**config.mk**
```make
export PLATFORM = sky130hd
export DESIGN_NAME = mul_row_feeder
export DESIGN_NICKNAME = d
export VERILOG_FILES = /design/src/rtl/acc_pkg.sv /design/src/rtl/skew_delay.sv /design/src/rtl/mul_row_feeder.sv
export SDC_FILE = /design/constraint.sdc
export NUM_CORES = 1
export LEC_CHECK = 0
export BUFFER_PORTS_ARGS = -buffer_cell sky130_fd_sc_hd__buf_2
export CORE_UTILIZATION = 62
export CTS_BUF_LIST = sky130_fd_sc_hd__clkbuf_4 sky130_fd_sc_hd__clkbuf_8 sky130_fd_sc_hd__clkbuf_16
export DETAILED_ROUTE_END_ITERATION = 16
export GPL_TIMING_DRIVEN = 0
export PLACE_DENSITY = 0.81
export SETUP_SLACK_MARGIN = 0.05
export SLEW_MARGIN = 30
export SYNTH_ARGS = -nofsm -noshare
export SYNTH_HDL_FRONTEND = slang
export SYNTH_SLANG_ARGS = --single-unit
```
**constraint.sdc**
```tcl
create_clock -name clk -period 21.7 [get_ports clk]
set_clock_uncertainty 0.1 [all_clocks]
set_input_delay 3.255 -clock clk [delete_from_list [all_inputs] [get_ports clk]]
set_output_delay 3.255 -clock clk [all_outputs]
set_load 0.01 [all_outputs]
```
**src/rtl/acc_pkg.sv**
```systemverilog
// Constants shared by the multiplier row feeder and the column-sum accumulator.
package acc_pkg;

  localparam logic [1:0] CONV = 2'b01;
  localparam logic [1:0] SUB  = 2'b10;

  localparam int K_CONV = 5;
  localparam int K_SUB  = 4;

  localparam logic [1:0] ST_IDLE  = 2'd0;
  localparam logic [1:0] ST_RUN   = 2'd1;
  localparam logic [1:0] ST_DRAIN = 2'd2;

  function automatic logic mode_ok(input logic [1:0] mode);
    return (mode == CONV) || (mode == SUB);
  endfunction

  // Index of the last kernel row used by a pass in the given mode.
  function automatic logic [2:0] last_row(input logic [1:0] mode);
    return (mode == SUB) ? 3'(K_SUB - 1) : 3'(K_CONV - 1);
  endfunction

endpackage

```
**src/rtl/skew_delay.sv**
```systemverilog
// Fixed-depth shift register; DEPTH=0 degenerates to a wire.
module skew_delay #(
  parameter int DEPTH = 1,
  parameter int WIDTH = 16
) (
  input  logic             clk,
  input  logic             rst,
  input  logic [WIDTH-1:0] i_d,
  output logic [WIDTH-1:0] o_d
);

  generate
    if (DEPTH == 0) begin : g_pass
      logic unused_clk_rst;
      assign unused_clk_rst = clk ^ rst;
      assign o_d = i_d;
    end else begin : g_shift
      logic [WIDTH-1:0] stage_q [DEPTH];
      logic [WIDTH-1:0] stage_d [DEPTH];

      always_comb begin
        stage_d[0] = i_d;
        for (int i = 1; i < DEPTH; i++) begin
          stage_d[i] = stage_q[i-1];
        end
      end

      always_ff @(posedge clk or posedge rst) begin
        if (rst) begin
          for (int i = 0; i < DEPTH; i++) begin
            stage_q[i] <= '0;
          end
        end else begin
          stage_q <= stage_d;
        end
      end

      assign o_d = stage_q[DEPTH-1];
    end
  endgenerate

endmodule

```
**src/rtl/mul_row_feeder.sv**
```systemverilog
// Kernel-row multiplier feeding the column-sum accumulator with column-skewed products.
module mul_row_feeder
  import acc_pkg::*;
#(
  parameter int COLS = 5,
  parameter int I_BW = 8,
  parameter int W_BW = 8,
  parameter int M_BW = 16
) (
  input  logic                 clk,
  input  logic                 rst,
  input  logic [1:0]           i_mode,
  input  logic [7:0]           i_num_win,
  input  logic                 i_start,
  input  logic                 i_w_we,
  input  logic [2:0]           i_w_row,
  input  logic [W_BW*COLS-1:0] i_w_data,
  input  logic                 i_act_valid,
  output logic                 o_act_ready,
  input  logic [I_BW*COLS-1:0] i_act_data,
  output logic [1:0]           o_mul_loop,
  output logic [M_BW*COLS-1:0] o_mul_result,
  output logic [2:0]           o_row_idx,
  output logic                 o_busy,
  output logic                 o_done
);

  localparam int DR_W = $clog2(COLS + 2);

  logic [1:0]           state_q, state_d, mode_q, mode_d, loop_q, loop_d;
  logic [7:0]           win_q, win_d;
  logic [2:0]           row_q, row_d;
  logic [DR_W-1:0]      drain_q, drain_d;
  logic                 ready_q, ready_d, busy_q, busy_d, done_q, done_d;
  logic [W_BW-1:0]      w_q [COLS][COLS];
  logic [W_BW-1:0]      w_d [COLS][COLS];
  logic [M_BW*COLS-1:0] prod_q, prod_d, skew_s, result_q, result_d;
  logic                 accept_s;

  assign accept_s = i_act_valid & ready_q;

  always_comb begin
    state_d = state_q;
    mode_d  = mode_q;
    win_d   = win_q;
    row_d   = row_q;
    drain_d = drain_q;
    done_d  = 1'b0;
    w_d     = w_q;
    prod_d  = '0;

    case (state_q)
      ST_IDLE: begin
        if (i_w_we && (i_w_row < 3'(COLS))) begin
          for (int c = 0; c < COLS; c++) begin
            w_d[i_w_row][c] = i_w_data[c*W_BW +: W_BW];
          end
        end else begin
          w_d = w_q;
        end
        if (i_start && mode_ok(i_mode)) begin
          if (i_num_win != 8'd0) begin
            state_d = ST_RUN;
            mode_d  = i_mode;
            win_d   = i_num_win;
            row_d   = 3'd0;
          end else begin
            done_d = 1'b1;
          end
        end else begin
          state_d = ST_IDLE;
        end
      end
      ST_RUN: begin
        if (accept_s) begin
          if (row_q == last_row(mode_q)) begin
            row_d = 3'd0;
            win_d = win_q - 8'd1;
            if (win_q == 8'd1) begin
              state_d = ST_DRAIN;
              drain_d = '0;
            end else begin
              state_d = ST_RUN;
            end
          end else begin
            row_d = row_q + 3'd1;
          end
        end else begin
          state_d = ST_RUN;
        end
      end
      // Hold off new rows until the deepest skew column has flushed.
      ST_DRAIN: begin
        if (drain_q == DR_W'(COLS)) begin
          state_d = ST_IDLE;
          done_d  = 1'b1;
        end else begin
          drain_d = drain_q + {{(DR_W-1){1'b0}}, 1'b1};
        end
      end
      default: begin
        state_d = ST_IDLE;
      end
    endcase

    // Idle cycles push zero products so the accumulator chain stays aligned.
    for (int c = 0; c < COLS; c++) begin
      if (accept_s && !((mode_q == SUB) && (c == COLS - 1))) begin
        prod_d[c*M_BW +: M_BW] = M_BW'(i_act_data[c*I_BW +: I_BW]) * M_BW'(w_q[row_q][c]);
      end else begin
        prod_d[c*M_BW +: M_BW] = '0;
      end
    end

    ready_d  = (state_d == ST_RUN);
    busy_d   = (state_d != ST_IDLE);
    loop_d   = busy_d ? mode_d : 2'b00;
    result_d = skew_s;
  end

  always_ff @(posedge clk or posedge rst) begin
    if (rst) begin
      state_q  <= ST_IDLE;
      mode_q   <= 2'b00;
      loop_q   <= 2'b00;
      win_q    <= 8'd0;
      row_q    <= 3'd0;
      drain_q  <= '0;
      ready_q  <= 1'b0;
      busy_q   <= 1'b0;
      done_q   <= 1'b0;
      prod_q   <= '0;
      result_q <= '0;
      for (int r = 0; r < COLS; r++) begin
        for (int c = 0; c < COLS; c++) begin
          w_q[r][c] <= '0;
        end
      end
    end else begin
      state_q  <= state_d;
      mode_q   <= mode_d;
      loop_q   <= loop_d;
      win_q    <= win_d;
      row_q    <= row_d;
      drain_q  <= drain_d;
      ready_q  <= ready_d;
      busy_q   <= busy_d;
      done_q   <= done_d;
      prod_q   <= prod_d;
      result_q <= result_d;
      w_q      <= w_d;
    end
  end

  for (genvar c = 0; c < COLS; c++) begin : g_col
    skew_delay #(
      .DEPTH(c),
      .WIDTH(M_BW)
    ) u_skew (
      .clk(clk),
      .rst(rst),
      .i_d(prod_q[c*M_BW +: M_BW]),
      .o_d(skew_s[c*M_BW +: M_BW])
    );
  end

  assign o_act_ready  = ready_q;
  assign o_mul_loop   = loop_q;
  assign o_mul_result = result_q;
  assign o_row_idx    = row_q;
  assign o_busy       = busy_q;
  assign o_done       = done_q;

endmodule

```
==> results.toml, run 1 <==
[grt]
grt.total_usage_pct = 28.7
grt_max_degree = 97
antenna_found_initial = 20
overflow = 0
grt_pass1_wl_um = 106000
grt_pass1_vias = 20200

[floorplanning]
top_level_ports = 186
initial_core_util_pct = 63.3
coreArea_sq_mm = 0.0458
dieArea_sq_mm = 0.0476
die_w_um = 218
num_rows = 78
die_y_um = 218

[placed_design]
hpwlAfterDp_um = 46100
portBuffers = 185
place_area_sq_mm = 0.0308
gp_congestion = 0.899

[timing]
hold_violations = 0
setup_viol = 0
fmax_mhz = 140
worst_slew_pin_slew_ns = 1.07
whs_ns = 0.243
grt_setup_unrepaired = "false"
slew_headroom_pct = 29.0
drv_slew = 0
period_minus_slack_ns = 7.15
min_period_over_period_pct = 33.0

[cts]
clk-insertion-delay-late_ns = 0.62
cts.sinks = 543
clk_transition_reported_paths_ns = 0.07
cts_resized = 0
cts_tree = "done"
cts_made_buffers = 53
hold_buffers = 0
ctsHtreeMaxLevel = 2
post-cts-setup-buffers = 0
ctsRootBufferMaster = "clkbuf_16"
clock_path_buffers = 3

[routing]
vias = 18800
antenna_left = 0
dr.pass1.iters = 5
drt_wl_total_um = 65200
drt-initial-drc-count = 1350
wl_per_cell_um = 19.7
drcViolationCount = 0
routed_via_density = 5.69

[run_status]
outcome = "completed"

[yosys]
synth.area.mux_share_pct = 10.6
syn_area_sq_mm = 0.0290
yosysTopAreaCell = "dfrtp_1"
yosys.area_share.adder_pct = 20.4
synthTopCellsByArea = "dfrtp_1 47%, fa_1 12%, ha_1 8.0%"
seq_area_frac_synth_pct = 46.9
async_flop_share_pct = 100
synth_top_area_share_pct = 46.9
syn_nets = 2876
syn_inst = 2413
synth_top_family_by_area = "adder cells"
avgSynthCellArea_sq_um = 12.0
synth-edff-count = 0
synth-main-ff-cell = "dfrtp_1"
ys_ff_latch = 543
synth-compound-area-share_pct = 5.82
synth.distinct_cells = 62
synthXorXnorAreaFrac_pct = 1.24
yosysWarnings = 0
synthSimpleGateAreaFrac_pct = 10.6

[finish]
layout_common_cells = "543 x dfrtp_1, 262 x inv_1, 247 x and2_1"
final_common_cell = "dfrtp_1"
fin_nets = 3122
finish.utilization_pct = 71.6
nFillCells = 3035
drive_gt1_share_pct = 19.6
finish.instance_area_sq_mm = 0.0328
area_growth_pct = 13.1

[worst_setup_path]
max_stage_delay_ns = 0.54
critPathKind = "in2reg"
crit_required_ns = 22.13
startpoint_type = "primary input"
path_cells = "buf_2, and2_1, fa_1, inv_1, fa_1, inv_1, fa_1, inv_1, fa_1, inv_1, ha_1, a21o_1, a31oi_1, a21boi_0, a21oi_1, a21boi_0, mux2i_1"
crit_arrival_ns = 7.59
cp_max_fo = 8
endpoint_kind = "flip-flop"
critPathTopFamily = "adder cells"
worst_path_max_delay_cell = "fa_1"
critPathBufInv = 5

[run]
maxCapViolCount = 0

[hold_path]
hp-class = "reg2reg"
layer usage:
metal / share of wire (%) / vias to the layer above / track usage (%) / routed length (um)
li1: - / 8495 / - / -
met1: 40 / 9632 / 37.0 / 26300
met2: 50 / 562 / 47.8 / 32600
met3: 5.8 / 141 / 5.29 / 3770
met4: 3.7 / 16 / 12.3 / 2430
met5: 0.16 / - / 0 / 103
layout make-up:
class	count	area [sq um]	area share, %
inverters	263	995	3.04
repair buffers	191	1090	3.33
well taps	600	751	2.29
multi-input cells	1541	14100	43.0
plain buffers	66	293	0.894
flip-flops and latches	543	13600	41.5
clock buffers	75	1540	4.69
diodes	13	32.5	0.0993
clock inverters	23	377	1.15
flip-flops by register name, summed over array words and instances, names as in the netlist:
signal and cells:
drain_q 3, g_col.u_skew.g_shift.stage_d 96, g_col.u_skew.o_d 64, mode_q 2
o_act_ready 1, o_busy 1, o_done 1, o_mul_loop 2
o_mul_result 80, o_row_idx 3, prod_q 80, state_q 2
w_q 200, win_q 8
path summary, 6_finish.rpt:
path                                from                      to  slack [ns]  cells past startpoint
setup / recovery           i_act_data[5]              prod_q[14]       14.55                     17
hold / removal                prod_q[18]  g_col[1].u_skew.o_d[2]        0.24                      0
setup reg to reg            o_row_idx[2]              prod_q[14]       15.17                     20
hold reg to reg               prod_q[18]  g_col[1].u_skew.o_d[2]        0.24                      0
max in group asynchronous            rst              prod_q[76]       17.30                      5
min in group asynchronous            rst        o_mul_result[11]        2.57                      2
cells in the mapped netlist, types with 19 or more instances:
master / count
o21ai_0: 45
dfrtp_1: 543
nor2_1: 121
a21oi_1: 84
and2_1: 247
mux2i_1: 82
nand2_1: 114
ha_1: 185
nor3_1: 20
buf_2: 21
xnor2_1: 31
fa_1: 180
and3_1: 24
a21o_1: 19
clkbuf_1: 29
o22ai_1: 41
inv_1: 263
mux2_2: 200
logic make-up after synthesis:
| kind of cell | after synthesis |
|---|---|
| and+or+nand+nor | 584 |
| buffers and inverters | 329 |
| adders and majority gates | 365 |
| muxes | 282 |
| DFF | 543 |
| AOI/OAI and AO/OA | 269 |
| xor gates and xnor gates | 41 |
stage by stage:
step	worst slack, ns	instances	setup TNS [ns]
2_1_floorplan	3.17	2413	0
3_3_place_gp	-1.03	3198	-498.41
3_5_place_dp	14.08	3204	0
4_1_cts	14.61	3302	0
5_1_grt	14.35	3310	0
6_report	14.55	3315	0
Power of run 1 is not shown: default switching activity piles up to over one toggle a cycle in this logic, so the estimate is an artifact.
==> inputs of run 2 (changes only) <==
--- a/config.mk
+++ b/config.mk
@@ -6,11 +6,11 @@
 export NUM_CORES = 1
 export LEC_CHECK = 0
 export BUFFER_PORTS_ARGS = -buffer_cell sky130_fd_sc_hd__buf_2
-export CORE_UTILIZATION = 62
+export CORE_UTILIZATION = 56
 export CTS_BUF_LIST = sky130_fd_sc_hd__clkbuf_4 sky130_fd_sc_hd__clkbuf_8 sky130_fd_sc_hd__clkbuf_16
 export DETAILED_ROUTE_END_ITERATION = 16
 export GPL_TIMING_DRIVEN = 0
-export PLACE_DENSITY = 0.81
+export PLACE_DENSITY = 0.77
 export SETUP_SLACK_MARGIN = 0.05
 export SLEW_MARGIN = 30
 export SYNTH_ARGS = -nofsm -noshare
==> constraint.sdc (replaced) <==
create_clock -name clk -period 6 [get_ports clk]
set_clock_uncertainty 0.1 [all_clocks]
set_input_delay 0.9 -clock clk [delete_from_list [all_inputs] [get_ports clk]]
set_output_delay 0.9 -clock clk [all_outputs]
set_load 0.01 [all_outputs]
==> run 2 against run 1 <==
Net effect: cell count increased by 2.9%; global-route usage decreased by 3.0 points; register-to-register slack got worse by 15 ns; critical path depth increased by 5; first-iteration DRC count about the same; non-clock buffer count increased by 15; cell area is 2.2% higher; sequential cell count unchanged; via count rose by 0.19%; highest routed layer unchanged.
==> results.toml, run 2 (synthesis gave the netlist of run 1 again) <==
[run_status]
outcome = "completed"

[floorplanning]
dieArea_sq_mm = 0.0526
die_y_um = 229
die_w_um = 229
num_rows = 82
coreArea_sq_mm = 0.0506
top_level_ports = 186
initial_core_util_pct = 57.3

[routing]
wl_per_cell_um = 19.1
drcViolationCount = 0
routed_via_density = 5.54
dr.pass1.iters = 6
drt-initial-drc-count = 1349
drt_wl_total_um = 65000
vias = 18900
antenna_left = 0

[finish]
fin_nets = 3139
final_cells = 3410
area_growth_pct = 15.6
finish.instance_area_sq_mm = 0.0335
largest_reg_flops = 200
drive_gt1_share_pct = 22.1
nFillCells = 3652
final_common_cell = "dfrtp_1"
layout_common_cells = "543 x dfrtp_1, 262 x inv_1, 247 x and2_1"
top_register = "w_q"

[cts]
cts_made_buffers = 55
ctsHtreeMaxLevel = 2
clk-insertion-delay-late_ns = 0.61
clk_transition_reported_paths_ns = 0.06
hold_buffers = 0
cts_tree = "done"
ctsRootBufferMaster = "clkbuf_16"
cts.sinks = 543
clock_path_buffers = 3

[grt]
overflow = 0
grt_max_degree = 34
grt.total_usage_pct = 25.7
grt_pass1_wl_um = 106000
antenna_found_initial = 21
grt_pass1_vias = 20200

[timing]
hold_violations = 0
fmax_mhz = 173
period_minus_slack_ns = 5.79
setup_viol = 0
slew_headroom_pct = 34.5
min_period_over_period_pct = 96.6
drv_slew = 0
worst_slew_pin_slew_ns = 0.983

[placed_design]
hpwlAfterDp_um = 47000
place_area_sq_mm = 0.0312
dp.cells = 3290
gp_congestion = 0.888
portBuffers = 185

[worst_setup_path]
crit_arrival_ns = 6.15
startpoint = "o_row_idx[0]"
crit_required_ns = 6.35
critPathKind = "reg2reg"
endpoint_kind = "flip-flop"
startpoint_type = "flip-flop"
rr_startpoint = "o_row_idx[0]"
cp_max_fo = 10

[hold_path]
hp-class = "reg2reg"
min_from = "prod_q[51]"

[run]
maxCapViolCount = 0
-- run 2: changes by cell type in the layout (fill, tap and decap cells not counted), sizes merged, moves of 2 or more --
| cell | previous run | this run |
|---|---|---|
| bufinv | 7 | 4 |
| diode | 13 | 16 |
| clkinv | 9 | 12 |
| buf | 227 | 241 |
| clkbuf | 105 | 108 |
| clkinvlp | 4 | 6 |
-- run 2: metrics by stage --
step / setup TNS (ns) / utilization, % / setup WS, ns / hold slack [ns]
final: 0 / 66.2 / 0.207 / 0.243
after global routing: -0.0241 / 66.2 / -0.0241 / 0.243
after CTS: 0 / 65.6 / 0.0327 / 0.239
after detailed placement: -1.63 / 61.6 / -0.387 / 0.235
after global placement: -2497.35 / 60.8 / -4.73 / 0.231
after floorplan: -1295.56 / - / -2.39 / 0.231
-- run 2: cell type report --
| class | count | area (sq um) | share of cell area [%] |
|---|---|---|---|
| clock buffers | 77 | 1620 | 4.84 |
| clock inverters | 26 | 299 | 0.893 |
| well taps | 672 | 841 | 2.51 |
| flip-flops and latches | 543 | 13600 | 40.6 |
| inverters | 263 | 991 | 2.96 |
| repair buffers | 206 | 1350 | 4.03 |
| diodes | 16 | 40.0 | 0.120 |
| multi-input cells | 1541 | 14400 | 43.0 |
| plain buffers | 66 | 363 | 1.08 |
-- run 2: critical path, cell delays in order (launching register included) --
cell and delay, ns:
dfrtp_1 0.39, clkbuf_2 0.15, nor2b_1 0.16, clkbuf_4 0.22, buf_4 0.23, a21oi_2 0.20, o22ai_4 0.14, and2_1 0.22
fa_1 0.50, inv_1 0.05, fa_1 0.54, inv_1 0.06, fa_1 0.48, inv_1 0.05, fa_1 0.47, inv_1 0.04
ha_2 0.30, a21o_1 0.21, a311oi_2 0.32, o21ai_2 0.17, nor4_4 0.36, or3_1 0.19, a21oi_1 0.07
-- run 2: worst paths after layout --
path | to | slack (ns) | cells past startpoint
min in group asynchronous | o_mul_result[9] | 0.26 | 2
min reg2reg | g_col[3].u_skew.g_shift.stage_d[19] | 0.24 | 0
max reg2reg | prod_q[15] | 0.21 | 22
max in group asynchronous | g_col[4].u_skew.g_shift.stage_d[29] | 3.64 | 9
max | prod_q[15] | 0.21 | 22
min | g_col[3].u_skew.g_shift.stage_d[19] | 0.24 | 0
-- run 2: per-layer routing --
layer	routed length (um)	vias up	global-route usage [%]
met3	3800	170	4.51
li1	-	8544	-
met4	2390	18	10.5
met5	110	-	0
met1	26400	9585	32.7
met2	32300	564	43.4
-- run 2: timing repair --
action,CTS,global route
resized for setup,21,82
setup buffers,0,0
endpoints found under the setup margin,16,31
pin swaps,0,2
hold endpoints to repair,0,0
Power of run 2 is left out for the same reason.
==> inputs of run 3 (changes only) <==
--- a/config.mk
+++ b/config.mk
@@ -11,7 +11,6 @@
 export DETAILED_ROUTE_END_ITERATION = 16
 export GPL_TIMING_DRIVEN = 0
 export PLACE_DENSITY = 0.77
-export SETUP_SLACK_MARGIN = 0.05
 export SLEW_MARGIN = 30
 export SYNTH_ARGS = -nofsm -noshare
 export SYNTH_HDL_FRONTEND = slang
==> constraint.sdc (replaced) <==
create_clock -name clk -period 5.2 [get_ports clk]
set_clock_uncertainty 0.1 [all_clocks]
set_input_delay 0.78 -clock clk [delete_from_list [all_inputs] [get_ports clk]]
set_output_delay 0.78 -clock clk [all_outputs]
set_load 0.01 [all_outputs]
==> run 3 against run 2 <==
Net effect: the run now ends with setup timing left; sequential cell count unchanged; count of clock-buffer cells in the layout decreased by 4; global-route usage increased by 1.7 points; sequential share of layout area decreased by 2.4 points; via count increased by 4.5%; cell area increased by 6.3%; non-clock buffer count increased by 94; register-to-register slack got worse by 0.27 ns; die area unchanged; critical path depth decreased by 3; critical path type unchanged; largest cell class unchanged.
==> results.toml, run 3 (synthesis gave the netlist of run 1 again) <==
[placed_design]
place_area_sq_mm = 0.0311
portBuffers = 185
gp_congestion = 0.880
hpwlAfterDp_um = 46800

[finish]
final_common_cell = "dfrtp_1"
fin_nets = 3233
nFillCells = 3273
area_growth_pct = 22.9
top_register = "w_q"
finish.instance_area_sq_mm = 0.0356
layout_common_cells = "541 x dfrtp_1, 246 x inv_1, 225 x and2_1"
largest_reg_flops = 200
drive_gt1_share_pct = 30.5

[worst_setup_path]
r2r-end = "prod_q[15]"
critPathKind = "reg2reg"
cp_max_fo = 10
crit_arrival_ns = 5.70
r2r_cells = 19
endpoint_kind = "flip-flop"
rr_startpoint = "o_row_idx[0]"
startpoint_type = "flip-flop"
rrSetupSlack_ns = -0.07
crit_required_ns = 5.64

[routing]
drt-initial-drc-count = 1239
drt_wl_total_um = 71700
drcViolationCount = 0
routed_via_density = 5.63
dr.pass1.iters = 5
vias = 19700
wl_per_cell_um = 20.5
antenna_left = 0

[timing]
worst_slack_ns = -0.0665
period_minus_slack_ns = 5.27
drv_slew = 0
setup_viol = 6
hold_violations = 0
worst_slew_pin_slew_ns = 1.10
slew_headroom_pct = 25.7
setup_tns_ns = -0.252
min_period_over_period_pct = 101
grt_setup_unrepaired = "true"
fmax_mhz = 190

[cts]
cts_made_buffers = 55
clock_path_buffers = 3
ctsRootBufferMaster = "clkbuf_16"
cts.sinks = 543
cts_tree = "done"
hold_buffers = 0
clk-insertion-delay-late_ns = 0.65
clk_transition_reported_paths_ns = 0.06
ctsHtreeMaxLevel = 2

[grt]
grt_pass1_wl_um = 112000
grt_max_degree = 34
antenna_found_initial = 28
overflow = 0
grt.total_usage_pct = 27.4
grt_pass1_vias = 21100

[floorplanning]
coreArea_sq_mm = 0.0506
dieArea_sq_mm = 0.0526
top_level_ports = 186
initial_core_util_pct = 57.3
num_rows = 82
die_w_um = 229
die_y_um = 229

[hold_path]
hp-class = "in2async"

[run]
maxCapViolCount = 0

[run_status]
violations = "setup timing"
outcome = "finished with violations"
-- run 3: how the worst max path moves through the flow --
stage                      start          to  slack (ns)
global route        o_row_idx[1]  prod_q[15]       -0.21
floorplan                    rst  drain_q[0]       -3.07
detailed placement  o_row_idx[2]  prod_q[15]       -1.23
CTS                 o_row_idx[2]  prod_q[15]       -0.06
global placement             rst  prod_q[78]       -5.38
finish              o_row_idx[0]  prod_q[15]       -0.07
-- run 3: timing repair --
item	CTS	global route
setup endpoints to repair	45	34
pin swaps	51	84
gates resized for setup	219	147
gates cloned	6	1
setup buffers	68	23
-- run 3: metrics by stage --
step                setup slack (ns)  utilization, %  std cells  hold WS [ns]
global route                  -0.214            70.4       3500         0.136
detailed placement             -1.23            61.6       3289         0.235
floorplan                      -3.07               -       2413         0.231
finish                       -0.0665            70.4       3501        0.0968
global placement               -5.38            60.8       3270         0.231
CTS                          -0.0640            68.7       3462        0.0922
-- run 3: per-layer routing --
| layer | share of wire (%) | vias up | wire, um | global-route usage, % |
|---|---|---|---|---|
| met3 | 6.4 | 235 | 4560 | 5.81 |
| met5 | 0.18 | - | 129 | 0 |
| met2 | 49 | 693 | 35100 | 44.6 |
| met4 | 4.9 | 22 | 3550 | 15.3 |
| met1 | 40 | 10000 | 28400 | 34.0 |
| li1 | - | 8727 | - | - |
-- run 3: worst max-delay path, cell delays in order, from the launching register on --
cell	delay, ns
dfrtp_2	0.43
buf_6	0.18
buf_4	0.24
mux2i_1	0.33
o22ai_4	0.17
buf_6	0.18
and2_4	0.15
fa_1	0.54
fa_1	0.43
fa_1	0.49
inv_1	0.05
fa_1	0.49
inv_2	0.05
ha_4	0.26
and3_4	0.19
o21ai_1	0.09
o21ai_2	0.24
nor4_4	0.07
or3_4	0.38
a21oi_2	0.12
-- run 3: final cells by class --
cell class | count | area [sq um] | share of cell area, %
well taps | 672 | 841 | 2.36
multi-input cells | 1541 | 15400 | 43.4
flip-flops and latches | 543 | 13600 | 38.2
plain buffers | 64 | 538 | 1.51
diodes | 16 | 40.0 | 0.112
clock inverters | 27 | 305 | 0.858
repair buffers | 302 | 2270 | 6.37
inverters | 263 | 991 | 2.78
clock buffers | 73 | 1590 | 4.46
Power of run 3 is left out for the same reason.
